===== src/rtl/noc_tx_arbiter_if.sv =====
// Bundle between the NoC packet sources and the outbound link arbiter.
// Sources sit on the master side; the arbiter uses the slave side.
interface noc_tx_arbiter_if #(
  parameter int unsigned N_SRC = 3
);
  localparam int unsigned IDX_W = $clog2(N_SRC);

  logic [N_SRC-1:0]   req;
  logic [N_SRC-1:0]   src_ctl;
  logic [8*N_SRC-1:0] src_data;
  logic [N_SRC-1:0]   src_valid;
  logic [N_SRC-1:0]   src_last;
  logic [N_SRC-1:0]   gnt;
  logic [N_SRC-1:0]   accept;
  logic               noc_from_dev_ctl;
  logic [7:0]         noc_from_dev_data;
  logic               busy;
  logic               err_timeout;
  logic [IDX_W-1:0]   err_src;

  modport master (
    output req, src_ctl, src_data, src_valid, src_last,
    input  gnt, accept, noc_from_dev_ctl, noc_from_dev_data, busy, err_timeout, err_src
  );

  modport slave (
    input  req, src_ctl, src_data, src_valid, src_last,
    output gnt, accept, noc_from_dev_ctl, noc_from_dev_data, busy, err_timeout, err_src
  );
endinterface


===== src/rtl/noc_tx_arbiter.sv =====
// Round-robin, packet-locked arbiter sharing the outbound NoC byte link among N_SRC sources,
// with NOP fill on idle cycles and a stall watchdog that aborts a silent granted source.
module noc_tx_arbiter #(
  parameter int unsigned N_SRC   = 3,
  parameter int unsigned MAX_GAP = 16
) (
  input  logic              clk,
  input  logic              rst,
  noc_tx_arbiter_if.slave   bus
);

  localparam int unsigned IDX_W = $clog2(N_SRC);
  localparam int unsigned GAP_W = $clog2(MAX_GAP + 1);

  localparam logic [0:0] S_IDLE = 1'b0;
  localparam logic [0:0] S_XFER = 1'b1;

  logic [0:0]       r_state,       w_state_nxt;
  logic [N_SRC-1:0] r_gnt,         w_gnt_nxt;
  logic [IDX_W-1:0] r_gidx,        w_gidx_nxt;
  logic [IDX_W-1:0] r_rr_ptr,      w_rr_ptr_nxt;
  logic [GAP_W-1:0] r_gap_cnt,     w_gap_cnt_nxt;
  logic             r_ctl,         w_ctl_nxt;
  logic [7:0]       r_data,        w_data_nxt;
  logic             r_err_timeout, w_err_timeout_nxt;
  logic [IDX_W-1:0] r_err_src,     w_err_src_nxt;

  logic [N_SRC-1:0] w_rot;
  logic             w_found;
  logic [IDX_W-1:0] w_ofs;
  logic [IDX_W:0]   w_sum;
  logic [IDX_W-1:0] w_pick;
  logic [IDX_W-1:0] w_g_inc;
  logic             w_g_valid;
  logic             w_g_last;
  logic             w_g_ctl;
  logic [7:0]       w_g_data;

  // Rotate requests so bit 0 is the current round-robin head
  assign w_rot = N_SRC'({bus.req, bus.req} >> r_rr_ptr);

  always_comb begin
    w_found = 1'b0;
    w_ofs   = '0;
    for (int unsigned k = 0; k < N_SRC; k++) begin
      if (!w_found && w_rot[k]) begin
        w_found = 1'b1;
        w_ofs   = IDX_W'(k);
      end
    end
  end

  assign w_sum  = {1'b0, r_rr_ptr} + {1'b0, w_ofs};
  assign w_pick = (w_sum >= (IDX_W+1)'(N_SRC)) ? IDX_W'(w_sum - (IDX_W+1)'(N_SRC)) : IDX_W'(w_sum);
  assign w_g_inc = (r_gidx == IDX_W'(N_SRC - 1)) ? '0 : r_gidx + 1'b1;

  // Mux out the granted source's byte lane
  always_comb begin
    w_g_valid = 1'b0;
    w_g_last  = 1'b0;
    w_g_ctl   = 1'b0;
    w_g_data  = '0;
    for (int unsigned i = 0; i < N_SRC; i++) begin
      if (r_gidx == IDX_W'(i)) begin
        w_g_valid = bus.src_valid[i];
        w_g_last  = bus.src_last[i];
        w_g_ctl   = bus.src_ctl[i];
        w_g_data  = bus.src_data[8*i +: 8];
      end
    end
  end

  always_comb begin
    w_state_nxt       = r_state;
    w_gnt_nxt         = r_gnt;
    w_gidx_nxt        = r_gidx;
    w_rr_ptr_nxt      = r_rr_ptr;
    w_gap_cnt_nxt     = r_gap_cnt;
    w_err_src_nxt     = r_err_src;
    w_ctl_nxt         = 1'b1;
    w_data_nxt        = 8'h00;
    w_err_timeout_nxt = 1'b0;
    case (r_state)
      S_IDLE: begin
        if (w_found) begin
          w_gnt_nxt     = N_SRC'(1) << w_pick;
          w_gidx_nxt    = w_pick;
          w_gap_cnt_nxt = '0;
          w_state_nxt   = S_XFER;
        end
      end
      default: begin
        if (w_g_valid) begin
          w_ctl_nxt     = w_g_ctl;
          w_data_nxt    = w_g_data;
          w_gap_cnt_nxt = '0;
          if (w_g_last) begin
            w_gnt_nxt    = '0;
            w_rr_ptr_nxt = w_g_inc;
            w_state_nxt  = S_IDLE;
          end
        end else if (r_gap_cnt == GAP_W'(MAX_GAP - 1)) begin
          // Source went silent too long: drop it, the partial packet stays truncated
          w_err_timeout_nxt = 1'b1;
          w_err_src_nxt     = r_gidx;
          w_gnt_nxt         = '0;
          w_gap_cnt_nxt     = '0;
          w_rr_ptr_nxt      = w_g_inc;
          w_state_nxt       = S_IDLE;
        end else begin
          w_gap_cnt_nxt = r_gap_cnt + 1'b1;
        end
      end
    endcase
  end

  always_ff @(posedge clk) begin
    if (!rst) begin
      r_state       <= S_IDLE;
      r_gnt         <= '0;
      r_gidx        <= '0;
      r_rr_ptr      <= '0;
      r_gap_cnt     <= '0;
      r_ctl         <= 1'b1;
      r_data        <= 8'h00;
      r_err_timeout <= 1'b0;
      r_err_src     <= '0;
    end else begin
      r_state       <= w_state_nxt;
      r_gnt         <= w_gnt_nxt;
      r_gidx        <= w_gidx_nxt;
      r_rr_ptr      <= w_rr_ptr_nxt;
      r_gap_cnt     <= w_gap_cnt_nxt;
      r_ctl         <= w_ctl_nxt;
      r_data        <= w_data_nxt;
      r_err_timeout <= w_err_timeout_nxt;
      r_err_src     <= w_err_src_nxt;
    end
  end

  assign bus.gnt               = r_gnt;
  assign bus.accept            = r_gnt & bus.src_valid & {N_SRC{r_state == S_XFER}};
  assign bus.noc_from_dev_ctl  = r_ctl;
  assign bus.noc_from_dev_data = r_data;
  assign bus.busy              = (r_state != S_IDLE);
  assign bus.err_timeout       = r_err_timeout;
  assign bus.err_src           = r_err_src;

endmodule


===== src/flat_wrapper.sv =====
// flat-port wrapper written by rule: the top's interface ports become plain ports
module noc_tx_arbiter_flat 
#(
  parameter int unsigned N_SRC   = 3,
  parameter int unsigned MAX_GAP = 16
)
  (clk, rst, bus_req, bus_src_ctl, bus_src_data, bus_src_valid, bus_src_last, bus_gnt, bus_accept, bus_noc_from_dev_ctl, bus_noc_from_dev_data, bus_busy, bus_err_timeout, bus_err_src);
  noc_tx_arbiter_if #(.N_SRC(N_SRC)) bus_i ();
  input  logic clk;
  input  logic rst;
  input wire logic [$bits(bus_i.req)-1:0] bus_req;
  input wire logic [$bits(bus_i.src_ctl)-1:0] bus_src_ctl;
  input wire logic [$bits(bus_i.src_data)-1:0] bus_src_data;
  input wire logic [$bits(bus_i.src_valid)-1:0] bus_src_valid;
  input wire logic [$bits(bus_i.src_last)-1:0] bus_src_last;
  output wire logic [$bits(bus_i.gnt)-1:0] bus_gnt;
  output wire logic [$bits(bus_i.accept)-1:0] bus_accept;
  output wire logic [$bits(bus_i.noc_from_dev_ctl)-1:0] bus_noc_from_dev_ctl;
  output wire logic [$bits(bus_i.noc_from_dev_data)-1:0] bus_noc_from_dev_data;
  output wire logic [$bits(bus_i.busy)-1:0] bus_busy;
  output wire logic [$bits(bus_i.err_timeout)-1:0] bus_err_timeout;
  output wire logic [$bits(bus_i.err_src)-1:0] bus_err_src;
  assign bus_i.req = bus_req;
  assign bus_i.src_ctl = bus_src_ctl;
  assign bus_i.src_data = bus_src_data;
  assign bus_i.src_valid = bus_src_valid;
  assign bus_i.src_last = bus_src_last;
  assign bus_gnt = bus_i.gnt;
  assign bus_accept = bus_i.accept;
  assign bus_noc_from_dev_ctl = bus_i.noc_from_dev_ctl;
  assign bus_noc_from_dev_data = bus_i.noc_from_dev_data;
  assign bus_busy = bus_i.busy;
  assign bus_err_timeout = bus_i.err_timeout;
  assign bus_err_src = bus_i.err_src;
  noc_tx_arbiter #(.N_SRC(N_SRC), .MAX_GAP(MAX_GAP)) u_core (.clk(clk), .rst(rst), .bus(bus_i));
endmodule

===== config.mk =====
export PLATFORM = sky130hd
export DESIGN_NAME = noc_tx_arbiter_flat
export DESIGN_NICKNAME = d
export VERILOG_FILES = /design/src/rtl/noc_tx_arbiter_if.sv /design/src/rtl/noc_tx_arbiter.sv /design/src/flat_wrapper.sv
export SDC_FILE = /design/constraint.sdc
export NUM_CORES = 1
export LEC_CHECK = 0
export CAP_MARGIN = 20
export CELL_PAD_IN_SITES_DETAIL_PLACEMENT = 1
export CELL_PAD_IN_SITES_GLOBAL_PLACEMENT = 1
export CORE_ASPECT_RATIO = 1.75
export CORE_MARGIN = 1
export CORE_UTILIZATION = 30
export CTS_CLUSTER_SIZE = 8
export DETAILED_ROUTE_END_ITERATION = 8
export PLACE_DENSITY = 0.81
export SETUP_SLACK_MARGIN = 0.3
export SYNTH_ARGS = -nofsm -noshare
export SYNTH_HDL_FRONTEND = slang
export SYNTH_SLANG_ARGS = --single-unit
export TNS_END_PERCENT = 20

===== constraint.sdc =====
create_clock -name clk -period 3 [get_ports clk]
set_clock_uncertainty 0.05 [all_clocks]
set_input_delay 0.6 -clock clk [delete_from_list [all_inputs] [get_ports clk]]
set_output_delay 0.6 -clock clk [all_outputs]
set_load 0.01 [all_outputs]

* Yosys cells after proc, flatten, opt, wreduce, memory -nomap -nowiden *
Index checks and enable logic that the tools add are counted.

word-level totals
  register bits = 25
  bits in latches = 0
  bits in writable memories = 0
  memory bits (read-only) = 0
  input bits = 38
  output and inout port bits = 19
  memories = 0

cells by class
  $add $sub $neg = 4
  multiply operators = 0
  div/mod/pow operators = 0
  $lt $le $gt $ge = 1
  equality and inequality tests = 6
  shift-type cells = 2
  multiplexer cells = 37
  bitwise gates (word level) = 5
  reductions and logical operators = 13

operators with widths
  kind                                                                number
  2-to-1 mux 8 bit                                                    3
  2-to-1 mux 5 bit                                                    4
  2-to-1 mux 1 bit                                                    19
  2-to-1 mux 3 bit                                                    5
  2-to-1 mux 2 bit                                                    6
  AND reduction 3 bit                                                 4
  AND 3 bit                                                           2
  != test 3 bit (second input constant)                               2
  right shift 6 x 2 -> 3 bit                                          1
  adder 5 x 1 -> 5 bit (second input constant)                        1
  equality test 5 x 4 -> 1 bit (second input constant)                1
  nonzero test 2 bit                                                  2
  adder 2 x 2 -> 3 bit                                                1
  greater-or-equal comparator 3 x 2 -> 1 bit (second input constant)  1
  NOT 1 bit                                                           3
  OR reduction 3 bit                                                  1
  << shifter 1 x 2 -> 3 bit (first input constant)                    1
  adder 2 x 1 -> 2 bit (second input constant)                        1
  equality test 2 x 1 -> 1 bit (second input constant)                1
  equality test 2 bit (second input constant)                         1
  logical AND 1 bit                                                   2
  logical NOT 1 bit                                                   2
  logical NOT 2 bit                                                   1
  != test 2 bit (second input constant)                               1
  2 further kinds                                                     2

* Longest topological paths before layout *
Gate-level depths: netlist (run 1).

  depth in word-level cells = 14
  gate-level depth with buffers = 13

* Least setup slack after synthesis (run 1) *
No wires, ideal clock.

  kind = input -> register
  start point = input bus_req[0]
  end point = register u_core.r_gnt[2] (netlist: u_core.bus.gnt[2])
  setup time = 0.092 ns
  arrival time = 2.677 ns
  path slack = 0.181 ns
  cell stages on the path = 9
  path buffers = 0
  cells stage by stage = or4_1 > a21oi_1 > a21oi_1 > fa_1 > inv_1 > ha_1 > nor3b_1 > o21ai_0 > o32ai_1

between the ends
  word-level cells in the longest chain between the ends = 14
  elaborated cells on any way between the ends = 19
  those cells by class = add/sub: 2; order compare: 1; shift: 2; mux: 8; reduce/logical: 6

RTL lines
  element                                                                                line                   RTL
  start, declared                                                                        flat_wrapper.sv:11     input wire logic [$bits(bus_i.req)-1:0] bus_req;
  right shift 6 x 2 -> 3 bit (*)                                                         noc_tx_arbiter.sv:40   assign w_rot = N_SRC'({bus.req, bus.req} >> r_rr_ptr);
  2-to-1 mux 1 bit                                                                       noc_tx_arbiter.sv:46   if (!w_found && w_rot[k]) begin
  logical NOT 1 bit                                                                      noc_tx_arbiter.sv:46
  logical AND 1 bit                                                                      noc_tx_arbiter.sv:46
  2-to-1 mux 1 bit                                                                       noc_tx_arbiter.sv:46
  logical NOT 1 bit                                                                      noc_tx_arbiter.sv:46
  logical AND 1 bit                                                                      noc_tx_arbiter.sv:46
  2-to-1 mux 2 bit                                                                       noc_tx_arbiter.sv:46
  adder 2 x 2 -> 3 bit                                                                   noc_tx_arbiter.sv:53   assign w_sum = {1'b0, r_rr_ptr} + {1'b0, w_ofs};
  greater-or-equal comparator 3 x 2 -> 1 bit / subtractor 2 bit (equally long branches)  noc_tx_arbiter.sv:54   assign w_pick = (w_sum >= (IDX_W+1)'(N_SRC)) ? IDX_W'(w_sum - (IDX_W+1)'(N_SRC)) : IDX_W'(w_sum);
  2-to-1 mux 2 bit                                                                       noc_tx_arbiter.sv:54
  << shifter 1 x 2 -> 3 bit                                                              noc_tx_arbiter.sv:86   w_gnt_nxt = N_SRC'(1) << w_pick;
  2-to-1 mux 3 bit                                                                       noc_tx_arbiter.sv:85   if (w_found) begin
  2-to-1 mux 3 bit                                                                       noc_tx_arbiter.sv:83   case (r_state)
  end signal, assigned                                                                   noc_tx_arbiter.sv:130  r_gnt <= w_gnt_nxt;
  end, declared                                                                          noc_tx_arbiter.sv:19   logic [N_SRC-1:0] r_gnt, w_gnt_nxt;

Every way passes the cells marked *; elsewhere a longest branch is shown, timed or not. The select of a mux whose other input is x is not followed.
A chain may end at the register's enable or synchronous reset.

* Worst setup path in the final report (run 1) *
  start point = input bus_req[2]
  end point = register u_core.r_gidx[0]

between the ends
  word-level cells in the longest chain between the ends = 11
  elaborated cells on any way between the ends = 15
  those cells by class = add/sub: 2; order compare: 1; shift: 1; mux: 6; reduce/logical: 5

RTL lines
  element                                                                                line                   RTL
  right shift 6 x 2 -> 3 bit (*)                                                         noc_tx_arbiter.sv:40
  2-to-1 mux 1 bit                                                                       noc_tx_arbiter.sv:46
  logical NOT 1 bit                                                                      noc_tx_arbiter.sv:46
  logical AND 1 bit                                                                      noc_tx_arbiter.sv:46
  2-to-1 mux 1 bit                                                                       noc_tx_arbiter.sv:46
  logical NOT 1 bit                                                                      noc_tx_arbiter.sv:46
  logical AND 1 bit                                                                      noc_tx_arbiter.sv:46
  2-to-1 mux 2 bit                                                                       noc_tx_arbiter.sv:46
  adder 2 x 2 -> 3 bit                                                                   noc_tx_arbiter.sv:53
  greater-or-equal comparator 3 x 2 -> 1 bit / subtractor 2 bit (equally long branches)  noc_tx_arbiter.sv:54
  2-to-1 mux 2 bit                                                                       noc_tx_arbiter.sv:54
  end signal, assigned                                                                   noc_tx_arbiter.sv:131  r_gidx <= w_gidx_nxt;
  end, declared                                                                          noc_tx_arbiter.sv:20   logic [IDX_W-1:0] r_gidx, w_gidx_nxt;

Every way passes the cells marked *; elsewhere a longest branch is shown, timed or not.

==> results of run 1 <==
## cells by family after synthesis
logic type | synth area share [%]
compound gates | 18.89
fa+ha+maj | 4.197
buf+inv | 4.197
flops | 36.50
mux | 11.50
simple gates | 24.73
## where the power goes
part	leakage, nW	switching (mW)	internal, mW
Combinational	0.618	0.203	0.220
Clock	0.0228	0.102	0.0949
Sequential	0.204	0.0220	0.360
Total	0.846	0.326	0.675
## worst min-delay path by stage
stage                                     start                               end  slack, ns  cells after the start
3_5_place_dp   u_core.r_gap_cnt[4]$_SDFFE_PN0P_  u_core.r_gap_cnt[4]$_SDFFE_PN0P_       0.38                      2
5_1_grt        u_core.r_gap_cnt[4]$_SDFFE_PN0P_  u_core.r_gap_cnt[4]$_SDFFE_PN0P_       0.41                      2
3_3_place_gp   u_core.r_gap_cnt[4]$_SDFFE_PN0P_  u_core.r_gap_cnt[4]$_SDFFE_PN0P_       0.37                      2
2_1_floorplan  u_core.r_gap_cnt[4]$_SDFFE_PN0P_  u_core.r_gap_cnt[4]$_SDFFE_PN0P_       0.36                      2
6_report       u_core.r_gap_cnt[4]$_SDFFE_PN0P_  u_core.r_gap_cnt[4]$_SDFFE_PN0P_       0.38                      2
4_1_cts        u_core.r_gap_cnt[4]$_SDFFE_PN0P_  u_core.r_gap_cnt[4]$_SDFFE_PN0P_       0.39                      2
## area by class of cell
class	instances	area share [%]
sequential	25	23.41
clock buffer	4	2.086
timing repair buffer	69	30.24
multi-input combinational	122	40.27
inverter	6	1.043
tap	51	2.955
## sequential cells by signal, summed over array words and instances (netlist names)
name	count
u_core.bus.busy	1
u_core.bus.err_src	2
u_core.bus.err_timeout	1
u_core.bus.gnt	3
u_core.bus.noc_from_dev_ctl	1
u_core.bus.noc_from_dev_data	8
u_core.r_gap_cnt	5
u_core.r_gidx	2
u_core.r_rr_ptr	2
## layer usage
metal / track usage [%] / share of wire (%)
met2: 34.70 / 58
met1: 19.73 / 37
met4: 6.798 / 2.1
met3: 1.843 / 2.9
met5: 0 / 0
## worst max-delay path, stage by stage
cell      delay [ns]
buf_6           0.07
inv_2           0.03
or4_4           0.47
a21oi_2         0.14
a21oi_2         0.06
fa_1            0.59
inv_1           0.08
ha_4            0.17
nand3b_1        0.20
a21oi_2         0.25
buf_4           0.15
o211a_1         0.12
## synthesized netlist by cell type (2+ instances only)
cell type	instances	share of area (%)
dfxtp_1	25	36
nor2_1	22	6.0
nand2_1	16	4.4
a21oi_1	13	4.7
mux2i_1	12	8.8
inv_1	6	1.6
nand3_1	6	2.2
nor2b_1	6	2.7
a22oi_1	5	2.7
and3_1	5	2.3
clkbuf_1	5	1.4
ha_1	3	2.7
nor3b_1	3	1.6
o21ai_0	3	1.1
a211oi_4	2	2.9
a21boi_1	2	1.1
and3b_1	2	1.3
mux2_2	2	1.6
nor4_1	2	0.91
o32ai_1	2	1.3
## through the flow
step / instance area, sq um / hold slack [ns]
floorplan: 1380 / 0.3556
global placement: 2029 / 0.3713
detailed placement: 2029 / 0.3780
CTS: 2133 / 0.3910
global route: 2160 / 0.4142
finish: 2160 / 0.3842
## timing repair
item                       4_1_cts  5_1_grt
setup endpoints to repair        5        5
setup buffers                    3        2
resized for setup               24        4
pin swaps                        7        6
==> impl_metrics.py, run 1 <==
metrics = {
    "finish": {
        "drive_gt1_share_pct": 16.81,
        "utilization_pct": 49.03,
        "layout_commonest_cell": "clkdlybuf4s50_1",
        "multi_input_area_sq_um": 869.6,
        "fill_cells": 532,
        "seqCellArea_sq_um": 505.5,
        "final_cell_mix": "53 x clkdlybuf4s50_1, 23 x dfxtp_1, 22 x nor2_1",
        "finalNonFillerCells": 277,
        "diodes": 0,
        "fin_nets": 269,
        "area_growth_pct": 57.48,
    },
    "placement": {
        "io_buffers": 56,
        "dp.cells": 268,
        "post-place-ws_ns": -0.4072,
        "dp_hpwl_um": 3050,
        "place.gp.congestion": 0.7320,
    },
    "worst_setup_path": {
        "r2r_slack_ns": 0.25,
        "end_kind": "flip-flop",
        "r2r_start": "u_core.r_rr_ptr[1]$_SDFFE_PN0P_",
        "crit_path_start": "bus_req[2]",
        "ff2ff_path_depth": 10,
        "endpoint": "u_core.r_gidx[0]$_SDFFE_PN0P_",
        "critPathLaunchType": "input pin",
        "required_ns": 3.17,
        "worstReg2RegEnd": "u_core.r_gidx[0]$_SDFFE_PN0P_",
        "critPathKind": "in2reg",
        "critical_path_peak_fanout": 4,
        "crit_arrival_ns": 2.94,
    },
    "drt": {
        "routedWlPerCell_um": 14.90,
        "drt-total-wl_um": 4126,
        "drtPass1Iterations": 4,
        "drc": 0,
        "drt_iter0_markers": 14,
        "viasPerCell": 5.065,
        "vias": 1403,
        "antenna_left": 0,
    },
    "run_status": {
        "status": "completed",
    },
    "floorplanning": {
        "die_w_um": 53.11,
        "placementRows": 32,
        "core_region_area_sq_um": 4404,
        "initial_core_util_pct": 31.14,
        "die_h_um": 91.44,
        "die-area_sq_um": 4856,
        "io-pin-count": 57,
    },
    "power_and_ir_drop": {
        "ir_drop_uv": 349.1,
        "p_per_area_nw_per_um2": 463.8,
        "p_leak_nw": 0.8455,
        "fin_total_pwr_mw": 1.002,
    },
    "synth": {
        "async_reset_ff_share_pct": 0,
        "syn_nets": 202,
        "synth-edff-count": 0,
        "avgSynthCellArea_sq_um": 8.571,
        "netlist_area_sq_um": 1371,
        "synthFlopType": "dfxtp_1",
        "postSynthRegisterBits": 25,
        "yosysWarnings": 0,
        "yosysSeqAreaShare_pct": 36.50,
        "synthCells": 160,
        "yosysUniqueCellTypes": 38,
    },
    "clock_network": {
        "htreeDepth": 1,
        "cts-root-buf": "clkbuf_8",
        "clockBufferDepth": 2,
        "cts_hold_buf": 0,
        "cts.sinks": 25,
        "cts_tree": "built",
        "clk_latency_ns": 0.26,
        "numCtsBuffers": 3,
        "clk_pin_slew_ns": 0.08,
    },
    "grt": {
        "antenna_found_initial": 0,
        "grt_max_degree": 23,
        "grt_use_total_pct": 18.45,
        "grt_pass1_wl_um": 6713,
        "grt_pass1_vias": 1508,
        "overflow": 0,
    },
    "timing": {
        "hold_violations": 0,
        "finalMaxSlewViolations": 0,
        "fmax_mhz": 361.1,
        "finalCritPeriodShare_pct": 92.30,
        "setup_viol": 0,
        "fin_ws_ns": 0.2309,
        "worst_pin_slew_ns": 0.8008,
        "fin_setup_tns_ns": 0,
        "rsz0062_at_grt": "yes",
        "period_needed_ns": 2.769,
        "slew_headroom_pct": 46.50,
    },
    "min_path": {
        "hold_class": "reg2reg",
    },
    "run": {
        "maxCapViolCount": 0,
    },
}
(Power assumes the default switching activity.)
==> run 2, diff against run 1 <==
--- a/config.mk
+++ b/config.mk
@@ -10,10 +10,10 @@
 export CELL_PAD_IN_SITES_GLOBAL_PLACEMENT = 1
 export CORE_ASPECT_RATIO = 1.75
 export CORE_MARGIN = 1
-export CORE_UTILIZATION = 30
+export CORE_UTILIZATION = 32
 export CTS_CLUSTER_SIZE = 8
 export DETAILED_ROUTE_END_ITERATION = 8
-export PLACE_DENSITY = 0.81
+export PLACE_DENSITY = 0.85
 export SETUP_SLACK_MARGIN = 0.3
 export SYNTH_ARGS = -nofsm -noshare
 export SYNTH_HDL_FRONTEND = slang
==> constraint.sdc (replaced) <==
create_clock -name clk -period 3.46 [get_ports clk]
set_clock_uncertainty 0.05 [all_clocks]
set_input_delay 0.692 -clock clk [delete_from_list [all_inputs] [get_ports clk]]
set_output_delay 0.692 -clock clk [all_outputs]
set_load 0.01 [all_outputs]
==> run 2 against run 1 <==
  * Critical path depth is 1 lower
  * First-iteration DRC count is 36% lower
  * Global-route usage hardly changed
  * Largest power group is now sequential cells
  * Non-clock buffer count is 5 lower
  * Sequential cell count stayed put
  * Largest cell class unchanged
  * Count of clock-buffer cells in the layout stayed put
  * Combinational power is 22% lower
  * Cell area is 2.8% lower
==> impl_metrics.py, run 2 (synthesis gave the netlist of run 1 again) <==
metrics = {
    "finish": {
        "multi_input_area_sq_um": 844.6,
        "largest_reg_flops": 8,
        "area_growth_pct": 53.01,
        "seqCellArea_sq_um": 500.5,
        "fill_cells": 519,
        "diodes": 0,
        "fin_nets": 264,
        "layout_commonest_cell": "clkdlybuf4s50_1",
        "utilization_pct": 51.03,
        "final_cell_mix": "53 x clkdlybuf4s50_1, 25 x dfxtp_1, 22 x nor2_1",
        "drive_gt1_share_pct": 10.86,
    },
    "timing": {
        "finalMaxSlewViolations": 0,
        "slew_headroom_pct": 44.80,
        "rsz0062_at_grt": "no",
        "period_needed_ns": 3.047,
        "setup_viol": 0,
        "worst_pin_slew_ns": 0.8263,
        "finalCritPeriodShare_pct": 88.06,
        "fmax_mhz": 328.2,
        "hold_violations": 0,
    },
    "drt": {
        "drt_iter0_markers": 9,
        "antenna_left": 0,
        "drtPass1Iterations": 4,
        "vias": 1432,
        "routedWlPerCell_um": 15.10,
        "drc": 0,
        "viasPerCell": 5.304,
        "drt-total-wl_um": 4078,
    },
    "worst_setup_path": {
        "critPathKind": "in2reg",
        "critPathLaunchType": "input pin",
        "worst-path-buf-inv": 3,
        "path_cells": "dlygate4sd2_1 > or4_1 > a21oi_2 > a21oi_1 > fa_1 > inv_1 > ha_2 > nand3b_1 > a21oi_2 > buf_4 > o211a_1",
        "end_kind": "flip-flop",
        "crit_arrival_ns": 3.22,
        "slowest_delay_ns": 0.54,
        "crit_family": "simple AND/OR/NAND/NOR gates",
        "required_ns": 3.63,
        "slowest_stage": "fa_1",
        "path_common_cell": "a21oi_2",
        "critical_path_peak_fanout": 5,
    },
    "floorplanning": {
        "die_h_um": 88.60,
        "placementRows": 31,
        "die-area_sq_um": 4562,
        "core_region_area_sq_um": 4111,
        "initial_core_util_pct": 33.35,
        "io-pin-count": 57,
        "die_w_um": 51.49,
    },
    "clock_network": {
        "clockBufferDepth": 2,
        "cts_tree": "built",
        "numCtsBuffers": 3,
        "clk_latency_ns": 0.27,
        "cts-root-buf": "clkbuf_8",
        "cts_hold_buf": 0,
        "htreeDepth": 1,
        "clk_pin_slew_ns": 0.09,
        "cts.sinks": 25,
    },
    "run": {
        "maxCapViolCount": 0,
    },
    "power_and_ir_drop": {
        "ir_drop_uv": 221.7,
        "fin_total_pwr_mw": 0.8456,
        "p_leak_nw": 0.8254,
        "p_per_area_nw_per_um2": 403.0,
    },
    "placement": {
        "place.gp.congestion": 0.8241,
        "dp_hpwl_um": 3118,
        "io_buffers": 56,
    },
    "grt": {
        "grt_use_total_pct": 18.44,
        "overflow": 0,
        "antenna_found_initial": 0,
        "grt_max_degree": 23,
        "grt_pass1_vias": 1425,
        "grt_pass1_wl_um": 6279,
    },
    "run_status": {
        "status": "completed",
    },
    "min_path": {
        "hold_class": "reg2reg",
    },
}
## run 2: changes by cell type in the layout (fill, tap and decap cells not counted), sizes merged
cell and change:
buf -7, dlygate4sd2 +2, clkbuf -1, dlymetal6s2s +1
## run 2: cell type report
class / count / area share, %
Clock buffer: 4 / 2.147
Inverter: 6 / 1.073
Multi-Input combinational cell: 122 / 40.25
Sequential cell: 25 / 23.85
Tap cell: 49 / 2.922
Timing Repair Buffer: 64 / 29.76
## run 2: metrics by stage
stage               setup TNS [ns]  instances  hold slack [ns]  setup slack (ns)  area, sq um
floorplan                        0        160           0.3556            0.5487         1371
global placement          -0.04269        265           0.3627          -0.02464         2011
detailed placement         -0.4448        265           0.3775           -0.1501         2011
CTS                              0        270           0.3896            0.3254         2086
global route                     0        270           0.4153            0.2769         2098
finish                           0        270           0.3836            0.4131         2098
## run 2: report_power, final
part	internal [mW]	switching, mW
sequential	0.312	0.0303
combinational	0.169	0.161
clock	0.0824	0.0913
total	0.563	0.282
## run 2: per-layer routing
metal | wire length, um | track usage, % | part of all wire [%] | up-vias
met4 | 40 | 5.897 | 0.98 | 0
met5 | 0 | 0 | 0 | -
li1 | - | - | - | 686
met3 | 102 | 2.062 | 2.5 | 4
met1 | 1452 | 17.93 | 36 | 710
met2 | 2483 | 38.13 | 61 | 32
## run 2: final timing paths
path / from / to / slack [ns] / cells past startpoint
worst max-delay path: bus_req[0] / u_core.r_gidx[0]$_SDFFE_PN0P_ / 0.41 / 11
worst min-delay path: u_core.r_gap_cnt[4]$_SDFFE_PN0P_ / u_core.r_gap_cnt[4]$_SDFFE_PN0P_ / 0.38 / 2
worst max register to register: u_core.r_rr_ptr[0]$_SDFFE_PN0P_ / u_core.r_gidx[0]$_SDFFE_PN0P_ / 0.69 / 10
worst min register to register: u_core.r_gap_cnt[4]$_SDFFE_PN0P_ / u_core.r_gap_cnt[4]$_SDFFE_PN0P_ / 0.38 / 2
## run 2: timing repair
item | CTS | global route
endpoints found under the setup margin | 5 | 5
pin swaps | 5 | 3
resized for setup | 9 | 4
setup buffers | 1 | 0
## run 2: tightest hold or removal path: cells and delay by family (launching register included)
kind / cells / cell delay [ns]
and+or+nand+nor: 2 / 0.08
DFF: 1 / 0.31
